--- src/rtl/cr16_pkg.sv ---
// Shared encodings for the CR16 control path: opcodes, opexts, condition codes, PSR bit
// positions, controller states and instruction classification helpers.
package cr16_pkg;

  typedef enum logic [1:0] {
    ST_FETCH  = 2'd0,
    ST_DECODE = 2'd1,
    ST_EXEC   = 2'd2,
    ST_MEM    = 2'd3
  } state_e;

  typedef enum logic [2:0] {
    CL_NOP   = 3'd0,
    CL_ALU   = 3'd1,
    CL_BCOND = 3'd2,
    CL_JCOND = 3'd3,
    CL_LOAD  = 3'd4,
    CL_STOR  = 3'd5
  } iclass_e;

  // Primary opcodes, IR[15:12]
  localparam logic [3:0] OP_RTYPE = 4'b0000;
  localparam logic [3:0] OP_LDST  = 4'b0100;
  localparam logic [3:0] OP_ADDI  = 4'b0101;
  localparam logic [3:0] OP_ADDUI = 4'b0110;
  localparam logic [3:0] OP_MOVIU = 4'b0111;
  localparam logic [3:0] OP_MOVI  = 4'b1000;
  localparam logic [3:0] OP_SUBI  = 4'b1001;
  localparam logic [3:0] OP_CMPI  = 4'b1011;
  localparam logic [3:0] OP_BCOND = 4'b1100;
  localparam logic [3:0] OP_RSHI  = 4'b1110;

  // Extended opcodes, IR[7:4]
  localparam logic [3:0] EXT_NOP   = 4'b0000;
  localparam logic [3:0] EXT_CMP   = 4'b0011;
  localparam logic [3:0] EXT_ADD   = 4'b0101;
  localparam logic [3:0] EXT_ADDU  = 4'b0110;
  localparam logic [3:0] EXT_SUB   = 4'b1001;
  localparam logic [3:0] EXT_LOAD  = 4'b0000;
  localparam logic [3:0] EXT_STOR  = 4'b0100;
  localparam logic [3:0] EXT_JCOND = 4'b1100;

  localparam logic [3:0] COND_EQ = 4'h0;
  localparam logic [3:0] COND_NE = 4'h1;
  localparam logic [3:0] COND_CS = 4'h2;
  localparam logic [3:0] COND_CC = 4'h3;
  localparam logic [3:0] COND_HI = 4'h4;
  localparam logic [3:0] COND_LS = 4'h5;
  localparam logic [3:0] COND_GT = 4'h6;
  localparam logic [3:0] COND_LE = 4'h7;
  localparam logic [3:0] COND_FS = 4'h8;
  localparam logic [3:0] COND_FC = 4'h9;
  localparam logic [3:0] COND_LO = 4'hA;
  localparam logic [3:0] COND_HS = 4'hB;
  localparam logic [3:0] COND_LT = 4'hC;
  localparam logic [3:0] COND_GE = 4'hD;
  localparam logic [3:0] COND_UC = 4'hE;
  localparam logic [3:0] COND_NV = 4'hF;

  localparam int FLAG_C = 4;
  localparam int FLAG_L = 3;
  localparam int FLAG_F = 2;
  localparam int FLAG_Z = 1;
  localparam int FLAG_N = 0;

  function automatic logic is_imm_sext(input logic [3:0] op);
    return (op == OP_ADDI) || (op == OP_SUBI) || (op == OP_CMPI) ||
           (op == OP_MOVI) || (op == OP_BCOND);
  endfunction

  function automatic logic is_imm_zext(input logic [3:0] op);
    return (op == OP_ADDUI) || (op == OP_MOVIU) || (op == OP_RSHI);
  endfunction

  function automatic iclass_e classify(input logic [15:0] ir);
    iclass_e cls;
    cls = CL_NOP;
    case (ir[15:12])
      OP_RTYPE: if (ir[7:4] != EXT_NOP) cls = CL_ALU;
      OP_ADDI, OP_ADDUI, OP_MOVIU, OP_MOVI,
      OP_SUBI, OP_CMPI, OP_RSHI:   cls = CL_ALU;
      OP_BCOND: cls = CL_BCOND;
      OP_LDST: begin
        case (ir[7:4])
          EXT_LOAD:  cls = CL_LOAD;
          EXT_STOR:  cls = CL_STOR;
          EXT_JCOND: cls = CL_JCOND;
          default:   cls = CL_NOP;
        endcase
      end
      default: cls = CL_NOP;
    endcase
    return cls;
  endfunction

endpackage

--- src/rtl/cr16_control_fsm_cond_eval.sv ---
// Branch/jump condition evaluator over the latched PSR; purely combinational.
module cr16_control_fsm_cond_eval
  import cr16_pkg::*;
(
  input  logic [3:0] cond_i,
  input  logic [4:0] psr_i,
  output logic       taken_o
);

  logic c, l, f, z, n;

  assign c = psr_i[FLAG_C];
  assign l = psr_i[FLAG_L];
  assign f = psr_i[FLAG_F];
  assign z = psr_i[FLAG_Z];
  assign n = psr_i[FLAG_N];

  always_comb begin
    taken_o = 1'b0;
    case (cond_i)
      COND_EQ: taken_o = z;
      COND_NE: taken_o = !z;
      COND_CS: taken_o = c;
      COND_CC: taken_o = !c;
      COND_HI: taken_o = l;
      COND_LS: taken_o = !l;
      COND_GT: taken_o = n;
      COND_LE: taken_o = !n;
      COND_FS: taken_o = f;
      COND_FC: taken_o = !f;
      COND_LO: taken_o = !l && !z;
      COND_HS: taken_o = l || z;
      COND_LT: taken_o = !n && !z;
      COND_GE: taken_o = n || z;
      COND_UC: taken_o = 1'b1;
      COND_NV: taken_o = 1'b0;
      default: taken_o = 1'b0;
    endcase
  end

endmodule

--- src/rtl/cr16_control_fsm.sv ---
// Multi-cycle CR16 controller owning PC/IR/PSR: ALU and branches take 3 cycles, load/store 4.
// Memory accesses hold mem_req until mem_ack with no timeout; each wait cycle stalls the FSM.
module cr16_control_fsm
  import cr16_pkg::*;
#(
  parameter logic [15:0] RESET_PC = 16'h0000,
  parameter int          IMM_W    = 8
) (
  input  logic        clk,
  input  logic        rst_n,
  output logic        mem_req,
  output logic        mem_we,
  output logic [15:0] mem_addr,
  input  logic        mem_ack,
  input  logic [15:0] mem_rdata,
  output logic [3:0]  rf_raddr_a,
  output logic [3:0]  rf_raddr_b,
  input  logic [15:0] rf_rdata_b,
  output logic [3:0]  rf_waddr,
  output logic        rf_we,
  output logic        rf_wsel,
  output logic [3:0]  alu_opcode,
  output logic [3:0]  alu_opext,
  output logic        alu_b_sel,
  output logic [15:0] imm,
  input  logic [4:0]  alu_flags,
  output logic [4:0]  psr_flags
);

  state_e      state_q, state_d;
  logic [15:0] pc_q, pc_d;
  logic [15:0] ir_q, ir_d;
  logic [4:0]  psr_q, psr_d;
  logic        mem_go_q, mem_go_d;

  logic [3:0]  opc, ext;
  iclass_e     cls;
  logic [15:0] imm_sext, imm_zext, imm_ext;
  logic        is_cmp, is_arith, cond_taken;

  assign opc = ir_q[15:12];
  assign ext = ir_q[7:4];
  assign cls = classify(ir_q);

  assign imm_sext = {{(16 - IMM_W){ir_q[IMM_W-1]}}, ir_q[IMM_W-1:0]};
  assign imm_zext = {{(16 - IMM_W){1'b0}}, ir_q[IMM_W-1:0]};
  assign imm_ext  = is_imm_sext(opc) ? imm_sext :
                    is_imm_zext(opc) ? imm_zext : 16'h0000;

  assign is_cmp   = ((opc == OP_RTYPE) && (ext == EXT_CMP)) || (opc == OP_CMPI);
  assign is_arith = ((opc == OP_RTYPE) &&
                     ((ext == EXT_ADD) || (ext == EXT_ADDU) || (ext == EXT_SUB))) ||
                    (opc == OP_ADDI) || (opc == OP_ADDUI) || (opc == OP_SUBI);

  // Bcond and Jcond both carry their condition in IR[11:8], so one evaluator serves both.
  cr16_control_fsm_cond_eval u_cond (
    .cond_i  (ir_q[11:8]),
    .psr_i   (psr_q),
    .taken_o (cond_taken)
  );

  always_ff @(posedge clk or negedge rst_n) begin
    if (!rst_n) begin
      state_q  <= ST_FETCH;
      pc_q     <= RESET_PC;
      ir_q     <= 16'h0000;
      psr_q    <= 5'b00000;
      mem_go_q <= 1'b0;
    end else begin
      state_q  <= state_d;
      pc_q     <= pc_d;
      ir_q     <= ir_d;
      psr_q    <= psr_d;
      mem_go_q <= mem_go_d;
    end
  end

  always_comb begin
    state_d    = state_q;
    pc_d       = pc_q;
    ir_d       = ir_q;
    psr_d      = psr_q;
    mem_go_d   = mem_go_q;
    mem_req    = 1'b0;
    mem_we     = 1'b0;
    mem_addr   = 16'h0000;
    rf_raddr_a = ir_q[11:8];
    rf_raddr_b = ir_q[3:0];
    rf_waddr   = ir_q[11:8];
    rf_we      = 1'b0;
    rf_wsel    = 1'b0;
    alu_opcode = 4'b0000;
    alu_opext  = 4'b0000;
    alu_b_sel  = 1'b0;
    imm        = 16'h0000;
    psr_flags  = psr_q;

    case (state_q)
      ST_FETCH: begin
        mem_req  = 1'b1;
        mem_addr = pc_q;
        if (mem_ack) begin
          ir_d    = mem_rdata;
          pc_d    = pc_q + 16'd1;
          state_d = ST_DECODE;
        end
      end

      ST_DECODE: begin
        imm      = imm_ext;
        mem_go_d = 1'b0;
        state_d  = ((cls == CL_LOAD) || (cls == CL_STOR)) ? ST_MEM : ST_EXEC;
      end

      ST_EXEC: begin
        imm     = imm_ext;
        state_d = ST_FETCH;
        if (cls != CL_NOP) begin
          alu_opcode = opc;
          alu_opext  = ext;
        end
        case (cls)
          CL_ALU: begin
            alu_b_sel = (opc != OP_RTYPE);
            rf_we     = !is_cmp;
            if (is_arith) begin
              psr_d[FLAG_C] = alu_flags[FLAG_C];
              psr_d[FLAG_F] = alu_flags[FLAG_F];
            end else if (is_cmp) begin
              psr_d[FLAG_L] = alu_flags[FLAG_L];
              psr_d[FLAG_Z] = alu_flags[FLAG_Z];
              psr_d[FLAG_N] = alu_flags[FLAG_N];
            end
          end
          // pc_q already points past the branch, so the displacement is relative to PC+1.
          CL_BCOND: if (cond_taken) pc_d = pc_q + imm_sext;
          CL_JCOND: if (cond_taken) pc_d = rf_rdata_b;
          default: ;
        endcase
      end

      ST_MEM: begin
        // First MEM cycle lets the address register read settle; the request follows.
        mem_addr = rf_rdata_b;
        mem_go_d = 1'b1;
        if (mem_go_q) begin
          mem_req = 1'b1;
          mem_we  = (cls == CL_STOR);
          if (mem_ack) begin
            rf_we   = (cls == CL_LOAD);
            rf_wsel = (cls == CL_LOAD);
            state_d = ST_FETCH;
          end
        end
      end

      default: state_d = ST_FETCH;
    endcase

    // Outputs collapse as soon as reset asserts, even in the middle of an access.
    if (!rst_n) begin
      mem_req    = 1'b0;
      mem_we     = 1'b0;
      mem_addr   = 16'h0000;
      rf_raddr_a = 4'h0;
      rf_raddr_b = 4'h0;
      rf_waddr   = 4'h0;
      rf_we      = 1'b0;
      rf_wsel    = 1'b0;
      alu_opcode = 4'b0000;
      alu_opext  = 4'b0000;
      alu_b_sel  = 1'b0;
      imm        = 16'h0000;
      psr_flags  = 5'b00000;
    end
  end

endmodule
--- config.mk ---
export PLATFORM = sky130hd
export DESIGN_NAME = cr16_control_fsm
export DESIGN_NICKNAME = d
export VERILOG_FILES = /design/src/rtl/cr16_pkg.sv /design/src/rtl/cr16_control_fsm_cond_eval.sv /design/src/rtl/cr16_control_fsm.sv
export SDC_FILE = /design/constraint.sdc
export NUM_CORES = 1
export LEC_CHECK = 0
export ABC_AREA = 1
export CAP_MARGIN = 20
export CORE_MARGIN = 5
export CORE_UTILIZATION = 56
export DETAILED_ROUTE_END_ITERATION = 7
export GPL_TIMING_DRIVEN = 0
export PLACE_DENSITY = 0.88
export SYNTH_ARGS = -nofsm -noshare
export SYNTH_HDL_FRONTEND = slang
export SYNTH_HIERARCHICAL = 1
export SYNTH_SLANG_ARGS = --single-unit
--- constraint.sdc ---
create_clock -name clk -period 3 [get_ports clk]
set_input_delay 0.6 -clock clk [delete_from_list [all_inputs] [get_ports clk]]
set_output_delay 0.6 -clock clk [all_outputs]
set_load 0.01 [all_outputs]
==> After elaboration in Yosys (flattened, before gate mapping) <==
Index checks and enable logic that the tools add are counted.
{ "totals": {"reg_bits": 40, "out_inout_bits": 62, "wordCells": 140} }
{ "op_classes": {"n_addsub": 2, "n_eq_ne": 44, "mux": 46, "bitwise": 1, "reduce_logical": 41} }
{ "ops": {"columns": ["cell", "count"], "rows": [
  ["16-bit 2-to-1 mux", 7],
  ["16-bit case mux with 2 select lines", 3],
  ["4-bit equality test (second input constant)", 15],
  ["4-bit by 3-bit equality test with 1-bit output (second input constant)", 11],
  ["4-bit 2-to-1 mux", 8],
  ["16-bit by 1-bit adder with 16-bit output (second input constant)", 1],
  ["16-bit adder", 1],
  ["1-bit 2-to-1 mux", 16],
  ["1-bit case mux with 16 select lines", 1],
  ["1-bit logical OR", 15],
  ["4-bit by 2-bit equality test with 1-bit output (second input constant)", 3],
  ["4-bit logical NOT", 3],
  ["3-bit case mux with 4 select lines", 1],
  ["3-bit case mux with 3 select lines", 1],
  ["8-bit 2-to-1 mux", 1],
  ["2-bit case mux with 4 select lines", 1],
  ["4-bit nonzero test", 2],
  ["7-bit OR reduction", 1],
  ["3-bit by 2-bit equality test with 1-bit output (second input constant)", 2],
  ["3-bit equality test (second input constant)", 2],
  ["1-bit logical NOT", 6],
  ["2-bit 2-to-1 mux", 3],
  ["2-bit != test (second input constant)", 3],
  ["3-bit != test (second input constant)", 2],
  ["17 further kinds", 25]
]} }

==> Depth between registers and ports, before layout <==
Gate-level depths: netlist of the first run.
{ "depth": {"word_depth": 9, "depth_mapped": 18, "ltp_nobuf": 17} }

==> By module <==
The synthesis of the first run kept the hierarchy.
{ "modules_own_cells": {"columns": ["mod", "instances", "cells_per_inst", "area_per_inst_um2", "seq_area_each_um2"], "rows": [
  ["cr16_control_fsm", 1, 694, 4119.0, 1001.0],
  ["cr16_control_fsm_cond_eval", 1, 52, 220.2, 0.0]
]} }

==> Worst setup path after synthesis of the first run <==
No wires, ideal clock.
{ "synth_timing": {"kind": "input -> output", "from": "in rst_n", "to": "out imm[10]", "arrival_time_ps": 1701, "slack_ps": 699, "cell_stages": 4, "cell_sequence": "buf_2 nand2_1 nor3_1 buf_4"} }
{ "synth_between": {"elab_chain_cells": 1} }
{ "synth_rtl": {"columns": ["item", "line_no", "text"], "rows": [
  ["from (decl)", "cr16_control_fsm.sv:10", "input logic rst_n,"],
  ["16-bit 2-to-1 mux", "cr16_control_fsm.sv:161", "if (!rst_n) begin"],
  ["to (decl)", "cr16_control_fsm.sv:25", "output logic [15:0] imm,"]
]} }
Every way passes these cells.

==> Final worst setup path of the first run <==
{ "layout_timing": {"from": "reg ir_q[14]", "to": "out imm[1]"} }
{ "layout_between": {"elab_chain_cells": 8, "elab_cells_between_ends": 18, "cone_classes": "8 x eq/ne; 4 x mux; 6 x reduce/logical"} }
{ "layout_rtl": {"columns": ["item", "line_no", "text"], "rows": [
  ["from (decl)", "cr16_control_fsm.sv:32", "logic [15:0] ir_q, ir_d;"],
  ["from (signal assigned)", "cr16_control_fsm.sv:72", "ir_q <= ir_d;"],
  ["4-bit by 3-bit equality test with 1-bit output or 4-bit equality test (tied branches)", "cr16_pkg.sv:67", "return (op == OP_ADDI) || (op == OP_SUBI) || (op == OP_CMPI) ||"],
  ["1-bit logical OR (3 in series)", "cr16_pkg.sv:67", null],
  ["1-bit logical OR", "cr16_pkg.sv:68", "(op == OP_MOVI) || (op == OP_BCOND);"],
  ["16-bit 2-to-1 mux *", "cr16_control_fsm.sv:47", "assign imm_ext = is_imm_sext(opc) ? imm_sext :"],
  ["16-bit 2-to-1 mux *", "cr16_control_fsm.sv:98", "case (state_q)"],
  ["16-bit 2-to-1 mux *", "cr16_control_fsm.sv:161", null]
]} }
Every way passes the cells marked *; elsewhere a longest branch is shown, timed or not.

==> results.env, run 1 <==
OUTCOME='completed'
CLOCK_SINKS=40
CTS-BUFFERS-INSERTED=5
DIE_W_UM=98.0
GRT_START_MAX_NET_PINS=20
WORSTSETUPSTARTPOINTTYPE='flip-flop'
SYNTH-EDFF-COUNT=0
FINAL_COMMON_CELL='sky130_fd_sc_hd__nand2_1'
DIE-AREA_MM2=0.00961
MAXUSEDROUTINGLAYER='met4'
TIMING.MAX_SLEW.REL_SLACK=0.546
LAYOUT.AREA.SEQ_MM2=0.00100
CTS.REPORTEDPATHS.CLKPINSLEW_NS=0.09
CTS_HTREE_LEVELS=2
ASYNC_RESET_FF_FRAC=1.00
CLOCK-SKEW-FINAL_NS=0.0106
POST_ROUTE_CELLS_DRIVE_ABOVE_1_SHARE=0.102
SYNTH.NET_COUNT=807
POSTSYNTH.TOPFLOPCELL='sky130_fd_sc_hd__dfrtp_1'
MET1_ROUTED_LENGTH_UM=5780
HOLDBUFCOUNTCTS=0
HPWLAFTERDP_UM=10700
SYN2LAYOUT_AREA_GROWTH_PCT=34.9
FINAL_HOLD_VIOL_COUNT=0
POWER_uW=6300
MIN_PERIOD_OVER_PERIOD=0.989
TIMING_MAX_TRANSITION_VIOLATIONS_FINAL=0
CRITPATHMAXFANOUT=5
TOTAL_LEAKAGE_POWER_uW=0.00340
FP.COREAREA_MM2=0.00765
MULTIINPUTGATEAREA_MM2=0.00275
FP-ROW-COUNT=32
GRT_FIRST_PASS_WIRELENGTH_UM=23300
POWERDENSITY_mW_PER_MM2=1080
CTS_ROOT_BUFFER='sky130_fd_sc_hd__clkbuf_8'
PRE_CTS_SLACK_NS=-0.613
MET3_WIRELENGTH_UM=1540
TRITONCTS='yes'
SYN_AREA_MM2=0.00434
GRT_REMAINING_OVERFLOW=0
MOSTFREQUENTLAYOUTCELLS='sky130_fd_sc_hd__nand2_1, sky130_fd_sc_hd__inv_1, sky130_fd_sc_hd__clkdlybuf4s50_1'
PORTBUFFERS=101
DRT_ITER0_MARKERS=547
DETAILEDROUTE.FIRSTPASSITERATIONCOUNT=6
SYNTHESIS.YOSYS.WARNINGS=6
IOPINCOUNT=102
REMAINING_DRC_ERRORS=0
TOTALWIRELENGTH_UM=14900
TIMING.FINAL.WS_SETUP_NS=0.0319
DIEHEIGHT_UM=98.0
VIA_COUNT_OF_THE_FIRST_GLOBAL_ROUTING_PASS=4981
SYNTH-SEQ-AREA-SHARE=0.231
PLACE.GP.CONGESTION=0.955
TRACK_USAGE=0.294
SYNTH-SEQ-CELLS=40
TIMING.CRITICAL_PATH.TO_TYPE='output pin'
POST_SYNTH_INST_COUNT=746
MAX_CAP_VIOL_COUNT=0
WORSTPATHARRIVAL_NS=2.37
SYNTH_AREA_PER_CELL_UM2=5.82
FMAX_MHz=337
POST_DRT_VIA_CELL_RATIO=5.59
GRT_ANTENNA_BEFORE_REPAIR=0
NFILLCELLS=596
DRT.ANTENNA.VIOLATING_NETS=0
HOLD_PATH.CLASS='in -> async'
COUNT_OF_UNIQUE_LIBRARY_CELLS_INSTANTIATED_BY_YOSYS=39
CTS_MAX_PATH_BUFFERS=2
SETUP_VIOL_COUNT_FINAL=0
MAX_SLEW.WORST_PIN.SLEW_NS=0.672
CLOCK_INSERTION_DELAY_WORST_SKEW_NS=0.31
INITIAL_UTILIZATION=0.567
FINAL_NET_COUNT=925
WL_PER_CELL_UM=15.4
MAXIMUM_VDD_IR_DROP_mV=0.619
DR_WL_MET2_UM=6900
CRIT_TYPE='reg -> out'
CRITPATHREQUIREDTIME_NS=2.40
VIAS=5410
N_ANTENNA_CELL=0
FINALWORSTPATHREQUIREDPERIOD_NS=2.97
[synthesized netlist by cell type, types with 4 or more instances]
library cell,instances,area (um2)
sky130_fd_sc_hd__nand2_1,266,998
sky130_fd_sc_hd__inv_1,116,435
sky130_fd_sc_hd__nor2_1,80,300
sky130_fd_sc_hd__nand3_1,64,320
sky130_fd_sc_hd__a21oi_1,43,215
sky130_fd_sc_hd__dfrtp_1,40,1000
sky130_fd_sc_hd__ha_1,20,250
sky130_fd_sc_hd__o21ai_0,15,75.1
sky130_fd_sc_hd__clkbuf_1,12,45.0
sky130_fd_sc_hd__buf_4,11,82.6
sky130_fd_sc_hd__mux2_2,7,78.8
sky130_fd_sc_hd__xnor2_1,7,61.3
sky130_fd_sc_hd__inv_2,6,22.5
sky130_fd_sc_hd__nand4_1,6,37.5
sky130_fd_sc_hd__buf_2,5,25.0
sky130_fd_sc_hd__nand3b_1,5,37.5
sky130_fd_sc_hd__nor3_1,5,25.0
sky130_fd_sc_hd__or2_2,4,25.0
[flip-flops by register name (all words and copies together) (netlist names)]
| signal | cells |
|---|---|
| psr_q | 5 |
| state_q | 2 |
| mem_go_q | 1 |
| pc_q | 16 |
| ir_q | 16 |
[metal layers]
metal	global-route usage	up-vias
met3	0.0650	78
met5	0	-
met4	0.0990	0
met2	0.495	358
met1	0.372	2430
li1	-	2544
[critical path, stage by stage (launching register included)]
cell and delay, ns:
sky130_fd_sc_hd__dfrtp_1 0.46, sky130_fd_sc_hd__nor2_1 0.27, sky130_fd_sc_hd__nand2_1 0.15, sky130_fd_sc_hd__nand2_1 0.10
sky130_fd_sc_hd__nor2_1 0.08, sky130_fd_sc_hd__nand2_1 0.15, sky130_fd_sc_hd__nand2_1 0.08, sky130_fd_sc_hd__inv_1 0.12
sky130_fd_sc_hd__nand2_1 0.06, sky130_fd_sc_hd__inv_1 0.05, sky130_fd_sc_hd__clkdlybuf4s50_1 0.53
[through the flow]
| stage | util | setup TNS (ns) | hold slack (ns) | cell area (um2) | std cells |
|---|---|---|---|---|---|
| floorplan | - | 0 | 0.304 | 4340 | 746 |
| global placement | 0.716 | -101.71 | 0.508 | 5480 | 949 |
| detailed placement | 0.718 | -10.22 | 0.408 | 5490 | 950 |
| CTS | 0.748 | 0 | 0.0908 | 5720 | 959 |
| global route | 0.765 | -0.997 | 0.0814 | 5850 | 967 |
| finish | 0.765 | 0 | 0.0951 | 5850 | 967 |
[what timing repair did]
item,4_1_cts,5_1_grt
setup buffers,2,8
gates cloned,2,0
setup endpoints to repair,41,28
resized for setup,18,27
pin swaps,1,5
[worst paths after layout]
path | start | end | slack, ns | depth (start not counted)
worst min register to register | mem_go_q$_DFFE_PN0P_ | mem_go_q$_DFFE_PN0P_ | 0.55 | 2
min in group clk | mem_go_q$_DFFE_PN0P_ | mem_go_q$_DFFE_PN0P_ | 0.55 | 2
worst max register to register | state_q[1]$_DFFE_PN0P_ | ir_q[10]$_DFFE_PN0P_ | 0.78 | 6
max in group asynchronous | rst_n | ir_q[6]$_DFFE_PN0P_ | 2.43 | 2
worst max-delay path | ir_q[14]$_DFFE_PN0P_ | imm[1] | 0.03 | 10
worst min-delay path | rst_n | ir_q[9]$_DFFE_PN0P_ | 0.1 | 1
[cell type report]
type | instances | share of cell area
clock inverter | 3 | 0.00791
inverter | 122 | 0.0782
multi-input combinational | 552 | 0.470
timing repair buffer | 114 | 0.205
clock buffer | 5 | 0.0118
buffer | 29 | 0.0331
sequential | 40 | 0.171
tap | 102 | 0.0218
[cells by family (layout without fill, tap and decap cells)]
kind of cell | Yosys count | count (layout) | synth area share
flops | 40 | 40 | 0.231
simple gates | 448 | 448 | 0.438
buf+inv | 154 | 273 | 0.150
xor+xnor | 9 | 9 | 0.0182
fa+ha+maj | 21 | 21 | 0.0623
compound gates | 67 | 67 | 0.0828
mux | 7 | 7 | 0.0182
[where the power goes]
group          internal [uW]  leakage (uW)  switching [uW]
clock                    251     0.0000548             229
combinational           1870       0.00288            2760
sequential               798      0.000464             397
total                   2910       0.00340            3390
Note: power is estimated with default switching activity, not from simulation.
==> run 2, diff against run 1 <==
--- a/config.mk
+++ b/config.mk
@@ -14,5 +14,4 @@
 export PLACE_DENSITY = 0.88
 export SYNTH_ARGS = -nofsm -noshare
 export SYNTH_HDL_FRONTEND = slang
-export SYNTH_HIERARCHICAL = 1
 export SYNTH_SLANG_ARGS = --single-unit
==> run 2 against run 1 <==
Compared with the run above:
- critical path depth fell by 3
- sequential power barely moved
- register-to-register slack got worse by 0.08 ns
- design area rose by 1.1%
- synthesized cell count fell by 0.94%
- worst setup slack improved by 0.058 ns
- maximum frequency rose by 2.0%
- largest cell class unchanged
- largest power group unchanged
==> results.env, run 2 <==
CRIT_TYPE='reg -> out'
TIMING_MAX_TRANSITION_VIOLATIONS_FINAL=0  # unchanged
POWERDENSITY_mW_PER_MM2=1010  # -5.9%
YOSYSTOPAREACELLSHARE=0.227  # -0.00379
FMAX_MHz=344  # +2.0%
MAXIMUM_VDD_IR_DROP_mV=0.548  # -11%
INITIAL_UTILIZATION=0.574  # +0.00648
CTS_MAX_PATH_BUFFERS=2  # unchanged
DETAILEDROUTE.FIRSTPASSITERATIONCOUNT=6  # unchanged
SYN_AREA_MM2=0.00441  # +1.7%
CRITPATHMAXFANOUT=8  # +3
MAX_CAP_VIOL_COUNT=0  # unchanged
TRACK_USAGE=0.294  # +0.000762
GRT_START_MAX_NET_PINS=20  # unchanged
IOPINCOUNT=102  # unchanged
CLOCK-SKEW-FINAL_NS=0.0150  # +0.00444 ns
YS_TOP_CELLS_BY_AREA='sky130_fd_sc_hd__dfrtp_1, sky130_fd_sc_hd__nand2_1, sky130_fd_sc_hd__inv_1, sky130_fd_sc_hd__nand3_1, sky130_fd_sc_hd__ha_1'
WORSTPATHARRIVAL_NS=2.31  # -0.06 ns
SYN2LAYOUT_AREA_GROWTH_PCT=34.1
TIMING.CRITICAL_PATH.TO_TYPE='output pin'
N_ANTENNA_CELL=0  # unchanged
COUNT_OF_UNIQUE_LIBRARY_CELLS_INSTANTIATED_BY_YOSYS=42  # +7.7%
BIGGESTREGSBYFLOPS='ir_q (16), pc_q (16), psr_q (5)'
WORSTSETUPSTARTPOINTTYPE='flip-flop'
SYNTHESIS.YOSYS.WARNINGS=0  # -6
POWER_uW=5990  # -4.9%
GRT_REMAINING_OVERFLOW=0  # unchanged
FINAL_COMMON_CELL='sky130_fd_sc_hd__nand2_1'
CTS_ROOT_BUFFER='sky130_fd_sc_hd__clkbuf_8'
CRITICAL_PATH.SLOWEST_CELL='sky130_fd_sc_hd__clkdlybuf4s50_1'
DRT.ANTENNA.VIOLATING_NETS=0  # unchanged
RSZ0062_AT_GRT='no'
SYNTH_AREA_PER_CELL_UM2=5.97  # +2.6%
FINAL_CELL_AREA_MM2=0.00592  # +1.1%
SYNTH-EDFF-COUNT=0  # unchanged
SYNTH_TOP_AREA_CELL='sky130_fd_sc_hd__dfrtp_1'
POST_SYNTH_INST_COUNT=739  # -0.94%
FINALWORSTPATHREQUIREDPERIOD_NS=2.91  # -0.0581 ns
PLACE.GP.CONGESTION=0.959  # +0.43%
SYNTH-SEQ-CELLS=40  # unchanged
SYNTH.CELLS.MOST_FREQUENT='sky130_fd_sc_hd__nand2_1, sky130_fd_sc_hd__inv_1, sky130_fd_sc_hd__nand3_1'
HPWLAFTERDP_UM=11200  # +4.7%
WL_PER_CELL_UM=15.4  # +0.13%
DIE-AREA_MM2=0.00975  # +1.5%
SETUP_TNS_NS=0  # unchanged
TOTAL_LEAKAGE_POWER_uW=0.00341  # +0.28%
TIMING.RR.START='pc_q[0]$_DFFE_PN0P_'
FP.COREAREA_MM2=0.00769  # +0.52%
TOTALWIRELENGTH_UM=14800  # -0.49%
MAX_SLEW.WORST_PIN.SLEW_NS=0.522  # -0.151 ns
VIAS=5309  # -1.9%
TRITONCTS='yes'
WORSTPATHCELLLIST='inv_1 > ha_4 > nand2_1 > a311oi_4 > buf_6 > buf_4 > clkdlybuf4s50_1'
POST_ROUTE_CELLS_DRIVE_ABOVE_1_SHARE=0.123  # +0.0217
OUTCOME='completed'
CLOCK_SINKS=40  # unchanged
CLOCK_INSERTION_DELAY_WORST_SKEW_NS=0.29  # -0.02 ns
GRT_FIRST_PASS_WIRELENGTH_UM=23900  # +2.5%
SLOWEST_DELAY_NS=0.54  # about the same
CTS-BUFFERS-INSERTED=5  # unchanged
REMAINING_DRC_ERRORS=0  # unchanged
CTS_HTREE_LEVELS=2  # unchanged
FINAL_NET_COUNT=919  # -0.65%
ASYNC_RESET_FF_FRAC=1.00  # unchanged
MOSTFREQUENTLAYOUTCELLS='sky130_fd_sc_hd__nand2_1, sky130_fd_sc_hd__inv_1, sky130_fd_sc_hd__clkdlybuf4s50_1'
CRITPATHREQUIREDTIME_NS=2.40  # about the same
SETUP_VIOL_COUNT_FINAL=0  # unchanged
CRIT_START='state_q[0]$_DFFE_PN0P_'
POSTSYNTH.TOPFLOPCELL='sky130_fd_sc_hd__dfrtp_1'
CTS.REPORTEDPATHS.CLKPINSLEW_NS=0.09  # about the same
PORTBUFFERS=101  # unchanged
POST-SYNTH-TOP-COUNT-CELL='sky130_fd_sc_hd__nand2_1'
MIN_PERIOD_OVER_PERIOD=0.970  # -0.0194
DRT_ITER0_MARKERS=476  # -13%
DIEHEIGHT_UM=98.8  # +0.75%
DETAILED_PLACE.AREA_MM2=0.00557  # +1.3%
SYNTH-SEQ-AREA-SHARE=0.227  # -0.00379
DIE_W_UM=98.8  # +0.75%
FP-ROW-COUNT=32  # unchanged
FINAL_HOLD_VIOL_COUNT=0  # unchanged
SYNTH.NET_COUNT=800  # -0.87%
VIA_COUNT_OF_THE_FIRST_GLOBAL_ROUTING_PASS=5207  # +4.5%
POST_DRT_VIA_CELL_RATIO=5.52  # -1.3%
HOLD_PATH.CLASS='in -> async'
TIMING.MAX_SLEW.REL_SLACK=0.652  # +0.106
GRT_ANTENNA_BEFORE_REPAIR=0  # unchanged
[run 2: changes by cell type in the layout (fill, tap and decap cells not counted), moves of 4 or more]
cell                            previous run  this run
sky130_fd_sc_hd__dlygate4sd2_1             3         7
sky130_fd_sc_hd__inv_1                   115       110
sky130_fd_sc_hd__inv_2                     7        11
sky130_fd_sc_hd__nand2_1                 265       238
sky130_fd_sc_hd__nand2_2                   4        14
sky130_fd_sc_hd__nand3_1                  64        79
sky130_fd_sc_hd__nor2_1                   78        57
sky130_fd_sc_hd__nor2_4                    2         6
sky130_fd_sc_hd__o21ai_0                  15        19
sky130_fd_sc_hd__o21ai_1                   0         4
sky130_fd_sc_hd__xor2_1                    2         6
[run 2: final cells by class]
| type | count | area, um2 |
|---|---|---|
| inverter | 124 | 468 |
| clock buffer | 7 | 96.3 |
| multi-input combinational | 545 | 2820 |
| timing repair buffer | 115 | 1190 |
| sequential | 40 | 1010 |
| fill | 608 | 1770 |
| tap | 102 | 128 |
| clock inverter | 1 | 30.0 |
| buffer | 27 | 180 |
[run 2: through the flow]
step	util	worst slack [ns]	hold slack [ns]	cells
CTS	0.751	-0.0219	0.120	952
detailed placement	0.724	-0.977	0.522	943
global route	0.770	0.00455	0.0936	961
global placement	0.722	-2.22	0.538	942
floorplan	-	0.484	0.304	739
finish	0.770	0.0900	0.103	961
[run 2: timing repair]
item | in CTS | in global routing
hold buffers | 0 | 0
pin swaps | 1 | 2
endpoints found under the setup margin | 54 | 23
resized for setup | 25 | 28
buffers inserted | 2 | 10
gates cloned | 1 | 0
[run 2: path summary, 6_finish.rpt]
check                                       end  slack [ns]  depth (start not counted)
hold / removal             pc_q[10]$_DFFE_PN0P_        0.10                          1
max in group asynchronous   ir_q[7]$_DFFE_PN0P_        2.42                          2
hold reg to reg            mem_go_q$_DFFE_PN0P_        0.57                          2
setup reg to reg            pc_q[4]$_DFFE_PN0P_        0.70                         12
min in group clk           mem_go_q$_DFFE_PN0P_        0.57                          2
setup / recovery                        imm[10]        0.09                          7
[run 2: metal layers]
metal / GRT usage / part of all wire / wire length, um
met5: 0 / 0 / 0
met4: 0.106 / 0.030 / 442
met3: 0.0474 / 0.076 / 1120
met2: 0.510 / 0.49 / 7280
met1: 0.368 / 0.40 / 6000
[run 2: report_power, final]
part           switching (uW)  internal [uW]
sequential                383            788
combinational            2640           1680
clock                     204            294
[run 2: critical path, delay by kind of cell, from the launching register on]
kind	cells	cell delay (ns)
buf+inv	4	0.94
compound gates	1	0.29
fa+ha+maj	1	0.30
simple gates	1	0.11
flops	1	0.39
[run 2: cells by family after synthesis]
family                   Yosys count  synth area share
adder cells (fa/ha/maj)           21            0.0613
AND/OR/NAND/NOR                  422             0.423
XOR/XNOR                          13            0.0258
multiplexers                       5            0.0128
AO/OA/AOI/OAI                     84             0.104
buffers and inverters            154             0.146
flip-flops                        40             0.227
